`config.mk`:
```
export PLATFORM = sky130hd
export DESIGN_NAME = if_fetch_unit
export DESIGN_NICKNAME = d
export VERILOG_FILES = /design/src/rtl/if_fetch_unit_pkg.sv /design/src/rtl/if_fetch_unit_fifo.sv /design/src/rtl/if_fetch_unit.sv
export SDC_FILE = /design/constraint.sdc
export NUM_CORES = 1
export LEC_CHECK = 0
export CAP_MARGIN = 10
export CORE_UTILIZATION = 28
export DETAILED_ROUTE_END_ITERATION = 6
export HOLD_SLACK_MARGIN = 0.12
export PLACE_DENSITY_LB_ADDON = 0.1
export SYNTH_ARGS = -nofsm -noshare
export SYNTH_HDL_FRONTEND = slang
export SYNTH_SLANG_ARGS = --single-unit
```
`constraint.sdc`:
```
create_clock -name clk -period 4.6 [get_ports clk]
set_clock_uncertainty 0.2 [all_clocks]
set_input_delay 0.92 -clock clk [delete_from_list [all_inputs] [get_ports clk]]
set_output_delay 0.92 -clock clk [all_outputs]
set_load 0.02 [all_outputs]
```
`src/rtl/if_fetch_unit_pkg.sv`:
```
// if_fetch_unit_pkg
// Shared definitions for the instruction-fetch front end: the instruction
// width, the default reset PC, the NOP encoding shown when nothing is valid,
// the FSM state type and the {pc, instr} entry layout.
package if_fetch_unit_pkg;

    localparam int          XLEN             = 32;
    localparam logic [31:0] RESET_PC_DEFAULT = 32'h0000_0000;
    localparam logic [31:0] NOP_INSTR        = 32'h0000_0013;

    typedef enum logic {
        ST_BOOT = 1'b0,
        ST_RUN  = 1'b1
    } fetch_state_t;

    typedef struct packed {
        logic [XLEN-1:0] pc;
        logic [XLEN-1:0] instr;
    } fetch_entry_t;

    // Fetch addresses are always word aligned; the low two bits are dropped.
    function automatic logic [XLEN-1:0] align_word(input logic [XLEN-1:0] addr);
        return {addr[XLEN-1:2], 2'b00};
    endfunction

endpackage

```
`src/rtl/if_fetch_unit_fifo.sv`:
```
// fetch_fifo
// Small synchronous FIFO used twice by the fetch unit (pending-PC queue and
// output buffer). The head entry is read straight from the register array so
// it is visible the cycle after it was written.
// Ports:
//   clk, rst_n        clock / asynchronous active-low reset
//   flush             drop all contents (wins over push and pop)
//   push, push_data   write one entry (accepted when not full, or when popping)
//   pop               remove the head entry (ignored when empty)
//   head_data         current head entry
//   full, empty       status flags
//   count             number of stored entries
module fetch_fifo #(
    parameter int WIDTH = 32,
    parameter int DEPTH = 2
) (
    input  logic                     clk,
    input  logic                     rst_n,
    input  logic                     flush,
    input  logic                     push,
    input  logic [WIDTH-1:0]         push_data,
    input  logic                     pop,
    output logic [WIDTH-1:0]         head_data,
    output logic                     full,
    output logic                     empty,
    output logic [$clog2(DEPTH):0]   count
);

    localparam int AW = $clog2(DEPTH);
    localparam int CW = AW + 1;

    logic [WIDTH-1:0] mem_reg [DEPTH];
    logic [AW-1:0]    wr_ptr_reg, rd_ptr_reg;
    logic [CW-1:0]    count_reg, count_next;
    logic             do_push, do_pop;

    assign empty     = (count_reg == '0);
    assign full      = (count_reg == CW'(DEPTH));
    assign count     = count_reg;
    assign head_data = mem_reg[rd_ptr_reg];

    assign do_pop  = pop && !empty;
    assign do_push = push && (!full || do_pop);

    always_comb begin
        count_next = count_reg;
        case ({do_push, do_pop})
            2'b10:   count_next = count_reg + 1'b1;
            2'b01:   count_next = count_reg - 1'b1;
            default: count_next = count_reg;
        endcase
    end

    always_ff @(posedge clk or negedge rst_n) begin
        if (!rst_n) begin
            wr_ptr_reg <= '0;
            rd_ptr_reg <= '0;
            count_reg  <= '0;
        end else if (flush) begin
            wr_ptr_reg <= '0;
            rd_ptr_reg <= '0;
            count_reg  <= '0;
        end else begin
            if (do_push) wr_ptr_reg <= wr_ptr_reg + 1'b1;
            if (do_pop)  rd_ptr_reg <= rd_ptr_reg + 1'b1;
            count_reg <= count_next;
        end
    end

    // Storage needs no reset: an entry is only read after it was written.
    always_ff @(posedge clk) begin
        if (do_push && !flush) mem_reg[wr_ptr_reg] <= push_data;
    end

endmodule

```
`src/rtl/if_fetch_unit.sv`:
```
// if_fetch_unit
// Instruction-fetch front end. Owns the PC, issues in-order word fetches to
// instruction memory, pairs each returned word with its PC and presents
// {pc, instr} downstream with valid/ready flow control. Redirects discard the
// wrong path: buffered entries are flushed and responses still in flight are
// counted and dropped when they come back.
// Ports:
//   clk, rst_n                      clock / asynchronous active-low reset
//   imem_req_valid/ready/addr       fetch request channel
//   imem_rsp_valid/data             in-order response channel
//   redirect_valid/pc               taken branch / jump / exception target
//   out_valid/ready, out_pc/instr   IF/ID boundary
module if_fetch_unit
    import if_fetch_unit_pkg::*;
#(
    parameter logic [31:0] RESET_PC = RESET_PC_DEFAULT,
    parameter int          DEPTH    = 2
) (
    input  logic        clk,
    input  logic        rst_n,
    output logic        imem_req_valid,
    input  logic        imem_req_ready,
    output logic [31:0] imem_req_addr,
    input  logic        imem_rsp_valid,
    input  logic [31:0] imem_rsp_data,
    input  logic        redirect_valid,
    input  logic [31:0] redirect_pc,
    output logic        out_valid,
    input  logic        out_ready,
    output logic [31:0] out_pc,
    output logic [31:0] out_instr
);

    localparam int CW = $clog2(DEPTH) + 1;

    fetch_state_t   state_reg, state_next;
    logic [31:0]    pc_reg, pc_next;
    logic [CW-1:0]  inflight_reg, inflight_next;
    logic [CW-1:0]  drop_reg, drop_next;

    logic           req_fire;
    logic           rsp_seen, rsp_accept, rsp_drop;
    logic [CW:0]    credit_used;

    logic [31:0]    pend_head;
    logic           pend_full, pend_empty;
    logic [CW-1:0]  pend_count;

    fetch_entry_t   obuf_head, obuf_push_data;
    logic           obuf_full, obuf_empty, obuf_pop;
    logic [CW-1:0]  obuf_count;

    logic           unused_status;

    // Words fetched but not yet consumed downstream may never exceed DEPTH;
    // this is what guarantees the output buffer always has room for a response.
    assign credit_used = {1'b0, inflight_reg} + {1'b0, obuf_count};

    // A response with nothing in flight can only be a leftover from before a
    // reset; ignoring it keeps the counters from underflowing.
    assign rsp_seen   = imem_rsp_valid && (inflight_reg != '0);
    assign rsp_accept = rsp_seen && !redirect_valid && (drop_reg == '0);
    assign rsp_drop   = rsp_seen && !redirect_valid && (drop_reg != '0);

    assign req_fire      = imem_req_valid && imem_req_ready;
    assign imem_req_addr = pc_reg;

    always_ff @(posedge clk or negedge rst_n) begin
        if (!rst_n) begin
            state_reg    <= ST_BOOT;
            pc_reg       <= RESET_PC;
            inflight_reg <= '0;
            drop_reg     <= '0;
        end else begin
            state_reg    <= state_next;
            pc_reg       <= pc_next;
            inflight_reg <= inflight_next;
            drop_reg     <= drop_next;
        end
    end

    always_comb begin
        state_next     = state_reg;
        imem_req_valid = 1'b0;
        case (state_reg)
            ST_BOOT: state_next = ST_RUN;
            ST_RUN: begin
                state_next     = ST_RUN;
                imem_req_valid = !redirect_valid && (credit_used < (CW+1)'(DEPTH));
            end
            default: state_next = ST_BOOT;
        endcase
    end

    always_comb begin
        pc_next       = pc_reg;
        inflight_next = inflight_reg + CW'(req_fire) - CW'(rsp_seen);
        drop_next     = drop_reg;
        if (redirect_valid) begin
            pc_next   = align_word(redirect_pc);
            // No request fires on a redirect cycle, and a response landing in
            // this cycle is already discarded, so everything still in flight
            // afterwards belongs to the wrong path.
            drop_next = inflight_next;
        end else begin
            if (req_fire) pc_next = pc_reg + 32'd4;
            if (rsp_drop) drop_next = drop_reg - 1'b1;
        end
    end

    fetch_fifo #(
        .WIDTH (32),
        .DEPTH (DEPTH)
    ) u_pend_q (
        .clk       (clk),
        .rst_n     (rst_n),
        .flush     (redirect_valid),
        .push      (req_fire),
        .push_data (pc_reg),
        .pop       (rsp_accept),
        .head_data (pend_head),
        .full      (pend_full),
        .empty     (pend_empty),
        .count     (pend_count)
    );

    assign obuf_push_data = '{pc: pend_head, instr: imem_rsp_data};
    // A downstream pop in the redirect cycle is honoured; the flush then
    // clears whatever remains.
    assign obuf_pop       = out_valid && out_ready;

    fetch_fifo #(
        .WIDTH ($bits(fetch_entry_t)),
        .DEPTH (DEPTH)
    ) u_out_buf (
        .clk       (clk),
        .rst_n     (rst_n),
        .flush     (redirect_valid),
        .push      (rsp_accept),
        .push_data (obuf_push_data),
        .pop       (obuf_pop),
        .head_data (obuf_head),
        .full      (obuf_full),
        .empty     (obuf_empty),
        .count     (obuf_count)
    );

    assign out_valid = !obuf_empty;
    assign out_pc    = obuf_empty ? 32'h0000_0000 : obuf_head.pc;
    assign out_instr = obuf_empty ? NOP_INSTR     : obuf_head.instr;

    // Status outputs that the credit scheme makes redundant here.
    assign unused_status = &{1'b0, pend_full, pend_empty, pend_count, obuf_full};

endmodule

```
==> summary.md <==
| Metric | Value |
|---|---|
| Status | finished clean |
| Share of layout cells above drive strength 1 | 11.66% |
| Mapped cell area | 9368 sq um |
| CP max FO | 6 |
| Vias | 6041 |
| Simple-Gate Fraction of Synth Area | 9.470% |
| Min-Delay Path Class | flop to flop |
| Largest register FFs | 124 |
| DIE HEIGHT | 184.9 um |
| Port Buffers | 161 |
| Xor and xnor area share after synthesis | 0.5610% |
| Core footprint | 32700 sq um |
| Post-CTS resize count | 0 |
| Critical path capture point type | output port |
| H-tree depth | 1 |
| Setup Crit Path Kind | flop to output port |
| Worst path cell trace | and2_1 -> fa_1 -> nor4b_4 -> clkdlybuf4s50_1 |
| Syn avg cell area | 14.22 sq um |
| # DRC | 0 |
| Vias in the first global route | 6151 |
| Mux cell area share after synthesis | 10.66% |
| Max stage delay on crit path | 0.70 ns |
| Deepest clock path buffer count | 3 |
| Commonest cells after routing, fill and taps aside | edfxtp_1 (184), clkdlybuf4s50_1 (160), nor2_1 (86) |
| Final hold violations | 0 |
| Crit path launch type | flop |
| Cells after Synth | 659 |
| Clock-pin slew on the worst setup and hold paths | 0.06 ns |
| Starting Density | 28.65% |
| Crit Reg-Reg Endpoint | u_pend_q.mem_reg[0][7] |
| CP top delay family | buffers and inverters |
| Reg2reg start | u_out_buf.count[0] |
| #FFs+latches synth | 227 |
| Remaining antenna violation count | 0 |
| Unrepaired setup endpoints after global routing | false |
| Fmax | 260.8 MHz |
| Switching share of total power | 24.94% |
| Maxcap violations | 0 |
| Internal power | 3.995 mW |
| Placed cell count | 1243 |
| Tmin final | 3.835 ns |
| Hold depth | 0 |
| Pleak | 4.143 nW |
| Die ar. | 34190 sq um |
| Slowest CP cell | clkdlybuf4s50_1 |
| Synth warn | 0 |
| CTS Buf Count | 26 |
| Post-synth EDFFs | 184 |
| Peak supply drop | 0.2302 mV |
| Most common cell after layout, fill and taps aside | edfxtp_1 |
| Power per cell area | 426.7 nW/um^2 |
| CP Data Arrival Time | 2.72 ns |
| Clk_lat worst skew | 0.53 ns |
| Cts hold-fix bufs | 0 |
| Clk sinks | 227 |
| Crit share post-route | 83.37% |
| Netlist cell types | 49 |
| Multi-input gate area | 2606 sq um |
| Antenna violations before repair | 0 |
| Adder-Cell Fraction of Synth Area | 0.7480% |
| Slew HR | 28.77% |
| Pin count of the biggest net entering global routing | 63 |
| Synth Area in Compound Gates | 5.783% |
| I/O pin count | 168 |
| Global-route wire length before repair | 35610 um |
| Die width | 184.9 um |
| Min-delay src | imem_req_addr[31] |
| Register area share after synthesis | 70.47% |
| Final Slew Violations | 0 |
| DR vias/cell | 4.679 |
| Synth top area share | 58.98% |
| DR iter-0 viols | 386 |
| # rows | 66 |
| Worst-margin pin slew | 1.068 ns |
| Post-synth ARST share | 18.94% |
| Sum Neg Setup Slack | 0 ns |
| Clk root buf | clkbuf_16 |
| Global route total overflow | 0 |
| RD Place Congestion | 0.7666 |
| Antenna Cells | 0 |
| WHS Endpoint | u_pend_q.mem_reg[1][31] |
| Final setup violation count | 0 |
| Worst hold slack | 0.3433 ns |
| Seq pwr share | 47.2% |
| Syn-to-layout area delta | 33.14% |
| Post-DP HPWL | 15170 um |
| Clock Power Share | 39.7% |
| Final Non-Filler Cells | 1291 |
| Synth top area cells | edfxtp_1 (59%), dfrtp_1 (11%), mux2i_1 (7.1%), nor2_1 (3.6%), mux2_2 (3.6%) |
| Post-CTS setup buffer count | 0 |
| Switching power | 1.327 mW |
| Largest family of logic cells by synthesized area | multiplexers |
| FF+latch area | 6605 sq um |
| Levels on crit path | 4 |
| Top_reg_cell synth | edfxtp_1 |
| Final wirelength | 23200 um |
| Layout Nets | 904 |
| First drt pass iteration count | 5 |
| Critical path required time | 3.48 ns |
| Reg2Reg Depth | 7 |
| GRT Util Overall | 13.60% |
| Post-synth top area cell | edfxtp_1 |
| R2r setup slk | 0.95 ns |
| Buffers & Inverters on Critical Path | 1 |
| Gate power share | 13.1% |
| # fillers | 3143 |
| TritonCTS clock tree | built |
| WL per Instance | 17.97 um |
-- synth_stat cells, types with 6 or more instances --
cell type	count
a21oi_1	7
nor3_1	10
dfrtp_1	43
o211ai_1	8
and3_1	6
inv_1	11
mux2i_1	66
nand2_1	40
clkbuf_1	20
o311ai_0	7
edfxtp_1	184
a22oi_1	8
nand4_1	9
nor2_1	91
mux2_2	30
o21ai_0	27
buf_1	8
a31oi_1	6
nand3_1	16
-- worst max path at each step --
stage	start	end	slack (ns)
floorplan	redirect_valid	u_out_buf.mem_reg[0][0]	-0.44
global placement	redirect_valid	u_pend_q.mem_reg[0][13]	0.60
global route	u_out_buf.count[0]	imem_req_valid	0.62
finish	u_out_buf.count[0]	imem_req_valid	0.76
CTS	u_out_buf.count[0]	imem_req_valid	0.71
detailed placement	redirect_valid	u_pend_q.mem_reg[0][14]	0.55
-- metrics by stage --
step	util [%]	setup WS [ns]	area, sq um	total power, mW
floorplan	-	-0.4411	9379	2.907
global placement	35.38	0.6032	11570	3.247
detailed placement	35.38	0.5478	11570	3.262
CTS	38.14	0.7145	12470	5.411
global route	38.14	0.6235	12470	5.564
finish	38.14	0.7649	12470	5.322
-- cells by family (layout without fill, tap and decap cells) --
logic type | Yosys count | count (layout)
fa+ha+maj | 5 | 5
flops | 227 | 227
simple gates | 194 | 194
other cells | 2 | 5
compound gates | 81 | 81
xor+xnor | 6 | 6
buf+inv | 48 | 235
mux | 96 | 96
-- final cells by class --
type                            count  area share (%)
Clock buffer                       29           5.467
Clock inverter                     19           1.756
Inverter                           12          0.3612
Multi-Input combinational cell    387           20.90
Sequential cell                   227           52.96
Tap cell                          442           4.434
Timing Repair Buffer              175           14.13
-- routing by layer --
| layer | part of all wire (%) | up-vias | GRT usage, % |
|---|---|---|---|
| met2 | 48 | 200 | 22.80 |
| li1 | - | 2810 | - |
| met1 | 44 | 2993 | 17.74 |
| met4 | 2.0 | 0 | 4.000 |
| met3 | 5.9 | 38 | 2.654 |
| met5 | 0 | - | 0 |
-- power by group through the flow --
stage	Combinational (mW)	Sequential [mW]	Clock, mW
detailed placement	0.706	2.56	0
floorplan	0.354	2.55	0
global route	0.766	2.53	2.26
CTS	0.710	2.52	2.19
global placement	0.697	2.55	0
finish	0.698	2.51	2.11
(Power assumes the default switching activity.)
